--- config.mk ---
export PLATFORM = sky130hd
export DESIGN_NAME = icache_dm_ro
export DESIGN_NICKNAME = d
export VERILOG_FILES = /design/src/rtl/icache_dm_ro.sv
export SDC_FILE = /design/constraint.sdc
export NUM_CORES = 1
export LEC_CHECK = 0
export ABC_AREA = 1
export BUFFER_PORTS_ARGS = -buffer_cell sky130_fd_sc_hd__buf_2
export CAP_MARGIN = 20
export CORE_AREA = 2 2 340 342
export CTS_CLUSTER_SIZE = 10
export DETAILED_ROUTE_END_ITERATION = 8
export DIE_AREA = 0 0 342 344
export PLACE_DENSITY = 0.62
export SLEW_MARGIN = 20
export SYNTH_ARGS = -nofsm -noshare
export SYNTH_HDL_FRONTEND = slang
export SYNTH_SLANG_ARGS = --single-unit
--- constraint.sdc ---
create_clock -name clk -period 8.1 [get_ports clk]
set_clock_uncertainty 0.1 [all_clocks]
set_input_delay 0.405 -clock clk [delete_from_list [all_inputs] [get_ports clk]]
set_output_delay 0.405 -clock clk [all_outputs]
set_load 0.01 [all_outputs]
--- src/rtl/icache_dm_ro.sv ---
// Read-only direct-mapped instruction cache: single-cycle hits, stalling
// 128-bit line refill from slow memory, saturating refill counter.
module icache_dm_ro #(
    parameter int LINE_CNT = 8,
    parameter int IDX_W    = 3,
    parameter int TAG_W    = 25
) (
    input  logic           clk,
    input  logic           proc_reset,
    input  logic           proc_read,
    input  logic [29:0]    proc_addr,
    output logic [31:0]    proc_rdata,
    output logic           proc_stall,
    output logic           mem_read,
    output logic           mem_write,
    output logic [27:0]    mem_addr,
    output logic [127:0]   mem_wdata,
    input  logic [127:0]   mem_rdata,
    input  logic           mem_ready,
    output logic [15:0]    miss_cnt
);

    typedef enum logic [1:0] {
        ST_IDLE     = 2'd0,
        ST_FETCH    = 2'd1,
        ST_REFILLED = 2'd2
    } state_t;

    state_t              state_r;
    state_t              state_nxt_s;
    logic [LINE_CNT-1:0] valid_r;
    logic [TAG_W-1:0]    tag_r  [LINE_CNT];
    logic [127:0]        data_r [LINE_CNT];
    logic [27:0]         miss_addr_r;
    logic [15:0]         miss_cnt_r;

    logic [TAG_W-1:0]    req_tag_s;
    logic [IDX_W-1:0]    req_idx_s;
    logic [1:0]          req_word_s;
    logic [IDX_W-1:0]    fill_idx_s;
    logic [TAG_W-1:0]    fill_tag_s;
    logic [127:0]        req_line_s;
    logic [31:0]         req_word_data_s;
    logic                hit_s;
    logic                miss_start_s;
    logic                refill_s;

    function automatic logic [15:0] sat_inc(input logic [15:0] v);
        return (v == 16'hFFFF) ? v : v + 16'd1;
    endfunction

    assign req_tag_s    = proc_addr[29 -: TAG_W];
    assign req_idx_s    = proc_addr[2 +: IDX_W];
    assign req_word_s   = proc_addr[1:0];
    assign fill_idx_s   = miss_addr_r[IDX_W-1:0];
    assign fill_tag_s   = miss_addr_r[27 -: TAG_W];
    assign req_line_s   = data_r[req_idx_s];
    assign hit_s        = valid_r[req_idx_s] && (tag_r[req_idx_s] == req_tag_s);
    assign miss_start_s = (state_r == ST_IDLE) && proc_read && !hit_s;
    assign refill_s     = (state_r == ST_FETCH) && mem_ready;

    assign mem_write = 1'b0;
    assign mem_wdata = 128'd0;
    assign mem_addr  = miss_addr_r;
    assign miss_cnt  = miss_cnt_r;

    // Select the requested 32-bit word out of the indexed line
    always_comb begin
        req_word_data_s = 32'd0;
        case (req_word_s)
            2'd0:    req_word_data_s = req_line_s[31:0];
            2'd1:    req_word_data_s = req_line_s[63:32];
            2'd2:    req_word_data_s = req_line_s[95:64];
            2'd3:    req_word_data_s = req_line_s[127:96];
            default: req_word_data_s = 32'd0;
        endcase
    end

    // State, valid bits, latched miss address and refill counter
    always_ff @(posedge clk or posedge proc_reset) begin
        if (proc_reset) begin
            state_r     <= ST_IDLE;
            valid_r     <= '0;
            miss_addr_r <= 28'd0;
            miss_cnt_r  <= 16'd0;
        end else begin
            state_r <= state_nxt_s;
            if (miss_start_s) begin
                miss_addr_r <= proc_addr[29:2];
                miss_cnt_r  <= sat_inc(miss_cnt_r);
            end
            if (refill_s) begin
                valid_r[fill_idx_s] <= 1'b1;
            end
        end
    end

    // Tag and data arrays need no reset; valid bits alone qualify them
    always_ff @(posedge clk) begin
        if (refill_s) begin
            tag_r[fill_idx_s]  <= fill_tag_s;
            data_r[fill_idx_s] <= mem_rdata;
        end
    end

    // Next-state logic
    always_comb begin
        state_nxt_s = state_r;
        case (state_r)
            ST_IDLE: begin
                if (miss_start_s) begin
                    state_nxt_s = ST_FETCH;
                end else begin
                    state_nxt_s = ST_IDLE;
                end
            end
            ST_FETCH: begin
                if (mem_ready) begin
                    state_nxt_s = ST_REFILLED;
                end else begin
                    state_nxt_s = ST_FETCH;
                end
            end
            ST_REFILLED: state_nxt_s = ST_IDLE;
            default:     state_nxt_s = ST_IDLE;
        endcase
    end

    // Outputs; all forced quiet while reset is held
    always_comb begin
        mem_read   = 1'b0;
        proc_stall = 1'b0;
        proc_rdata = 32'd0;
        if (proc_reset) begin
            mem_read   = 1'b0;
            proc_stall = 1'b0;
            proc_rdata = 32'd0;
        end else begin
            case (state_r)
                ST_IDLE: begin
                    proc_stall = proc_read && !hit_s;
                    if (proc_read && hit_s) begin
                        proc_rdata = req_word_data_s;
                    end else begin
                        proc_rdata = 32'd0;
                    end
                end
                ST_FETCH: begin
                    mem_read   = 1'b1;
                    proc_stall = 1'b1;
                end
                ST_REFILLED: begin
                    proc_stall = 1'b1;
                end
                default: begin
                    mem_read   = 1'b0;
                    proc_stall = 1'b0;
                end
            endcase
        end
    end

endmodule

==> metrics <==
status=finished clean; slowest cell delay on critical path=0.75 ns; Worst EP arrival=4.43 ns; commonest non-fill, non-tap cell in the layout=edfxtp_1; Avg WL per Cell=23.4 um; Reg2Reg Depth=8; Post-Syn Area=51900 um^2; Max FO, Critical Path=148; post_cts resized=0; max-slew violations=0; chip height=344 um; standard-cell rows=124; post-route ant nets=0; maximum vdd drop=0.180 mV; Tmin final=4.94 ns; Synth-to-Final Area Change=14.9%; core area=114000 um^2; total grt overflow=0; pwr dens=257 nW/um^2; nets=4550; maximum clock frequency=203 MHz; Final TNS setup=0 ns; DRC=0; post-CTS setup buffers=0; CP most frequent cell=nand3_1; overall power=15300 uW; Starting DRT DRC Count=3127; Fin. Hold Viols=0; Finish-stage setup viols=0; Die Wd=342 um; Total GRT Usage=0.234; Via-to-Cell Ratio=5.63; Max-cap violations=0; initial antenna violation count=24; Routed WL=139000 um; Pleak=0.0208 uW; dpl cells=5591; Setup CP Type=in2out; Buffers on Ports=239; post-synthesis cell type count=37; clk_lat worst skew=0.76 ns; clk buf depth=3; Synth async-reset ratio=0.0423; Starting Density=0.456; CTS sink cnt=1278; Avg Cell Area, Syn=12.8 um^2; Synth Flop Type=edfxtp_1; Yosys reg bits=1278; CP Launch Type=primary input; clock slew at reported path FFs=0.05 ns; switching fraction of total power=0.247; RePlAce Congestion=0.811; DR pass1 iterations=5; CTS buffer count=148; min-delay worst type=in2reg; Flop pwr share=0.523; Cells after Synth=4067; die area=118000 um^2; clock power share=0.383; hold_buf cts=155; register area share after synthesis=0.734; CTS tree=built; Final Non-Filler Cells=5959; Psw=3790 uW; combinational share of power=0.093; number of global-route vias before repair=31900; hold depth=6; via count=33600; htree depth=4; RSZ-0062 raised after global routing=false; critical path required time=7.60 ns; Worst-Margin Slew=1.09 ns; Post-DP HPWL=73200 um; Worst slew margin=0.272; Worst setup EP type=primary output; layout cell share with drive strength beyond 1=0.108; cells along the critical path=buf_8 -> inv_8 -> buf_4 -> nand2_1 -> nand3_1 -> nand3_1 -> nand3_1 -> nand2_1 -> nor2_1 -> nand3_1 -> nor2_2 -> nand3_4 -> nand2_2 -> a21oi_1 -> buf_2; slowest stage cell, crit path=buf_4; I/O pin cnt=369; first-pass GRT wire length=206000 um; most frequent cells in the layout=1224 x edfxtp_1, 563 x nor2_1, 474 x nand2_1, 431 x o21ai_0, 236 x buf_2; Final period util=0.609; EDFF count, synth=1224; CTS root buffer=clkbuf_16; Syn. warnings=0; largest net degree at the start of global routing=231; Hold Slack=0.229 ns; Finished Core Util=0.524; Pint=11600 uW
==> path summary, 6_finish.rpt <==
kind	startpoint	slack (ns)	endpoint
setup / recovery	proc_addr[2]	3.16	proc_stall
hold / removal	proc_read	0.23	mem_addr[4]$_DFFE_PP0P_
setup reg to reg	state_r[1]$_DFF_PP0_	4.40	data_r[5][127]$_DFFE_PP_
hold reg to reg	valid_r[6]$_DFFE_PP0P_	0.36	valid_r[6]$_DFFE_PP0P_
max in group asynchronous	proc_reset	6.95	mem_addr[27]$_DFFE_PP0P_
min in group asynchronous	proc_reset	0.40	miss_cnt[12]$_DFFE_PP0P_
==> cells in the mapped netlist (2+ instances only) <==
master / n / area, um^2
nor2_2: 3 / 18.8
o2111ai_1: 14 / 123
o211ai_1: 32 / 240
inv_1: 143 / 537
dfrtp_1: 54 / 1350
xnor2_1: 7 / 61.3
o311ai_1: 18 / 158
xor2_1: 7 / 61.3
o22ai_1: 58 / 363
a221o_1: 2 / 20.0
nor3_1: 7 / 35.0
or3_1: 12 / 75.1
buf_4: 139 / 1040
a21oi_1: 127 / 636
o221ai_1: 134 / 1170
buf_2: 53 / 265
buf_1: 16 / 60.1
edfxtp_1: 1224 / 36800
buf_6: 10 / 113
a32o_1: 7 / 70.1
or2_2: 6 / 37.5
o21ai_1: 37 / 185
o21ai_0: 431 / 2160
nand2_1: 474 / 1780
inv_2: 2 / 7.51
nand4_1: 43 / 269
a221oi_1: 55 / 482
nand3_1: 187 / 936
clkbuf_1: 182 / 683
nor2_1: 573 / 2150
ha_1: 4 / 50.1
==> worst max-delay path: cells and delay by family <==
kind            cells  cell delay (ns)
buf+inv             4             1.81
simple gates       10             1.84
compound gates      1             0.14
==> cell families (layout without fill, tap and decap cells) <==
logic type | count (synthesis) | count (layout) | share of synthesized area
AND/OR/NAND/NOR | 1309 | 1309 | 0.103
AO/OA/AOI/OAI | 915 | 915 | 0.108
buffers and inverters | 546 | 786 | 0.0522
other | 1 | 141 | 0.0000722
adder cells (fa/ha/maj) | 4 | 4 | 0.000964
flip-flops | 1278 | 1278 | 0.734
XOR/XNOR | 14 | 14 | 0.00236
==> flip-flops by register name, summed over array words and instances, names as in the netlist <==
register	flops
data_r	1024
valid_r	8
mem_addr	28
miss_cnt	16
state_r	2
tag_r	200
==> stage by stage <==
step | area [um^2] | worst slack (ns)
after floorplan | 52400 | -0.0784
after global placement | 53900 | 3.25
after detailed placement | 54000 | 3.20
after CTS | 59700 | 3.19
after global routing | 59700 | 2.90
final | 59700 | 3.16
==> cell type report <==
class                           instances  area, um^2
Sequential cell                      1278       38100
Tap cell                             1512        1890
Clock inverter                         18         258
Timing Repair Buffer                  439        3260
Fill cell                            9537       54200
Clock buffer                          183        3890
Antenna cell                           12        30.0
Inverter                              146         569
Multi-Input combinational cell       2371       11700
==> power groups by stage <==
stage / Sequential (uW) / Combinational, uW / Clock, uW
final: 8030 / 1430 / 5880
after global routing: 8070 / 1570 / 6230
after CTS: 8030 / 1440 / 5970
after detailed placement: 8160 / 1360 / 0
after global placement: 8150 / 1340 / 0
after floorplan: 8200 / 782 / 0
==> per-layer routing <==
layer,vias to the layer above,global-route usage,part of all wire
met5,-,0,0.00042
met4,10,0.0715,0.023
met3,215,0.0430,0.071
met2,1286,0.381,0.48
met1,16700,0.322,0.42
li1,15300,-,-
No activity file was read; power rests on OpenSTA's default activity.
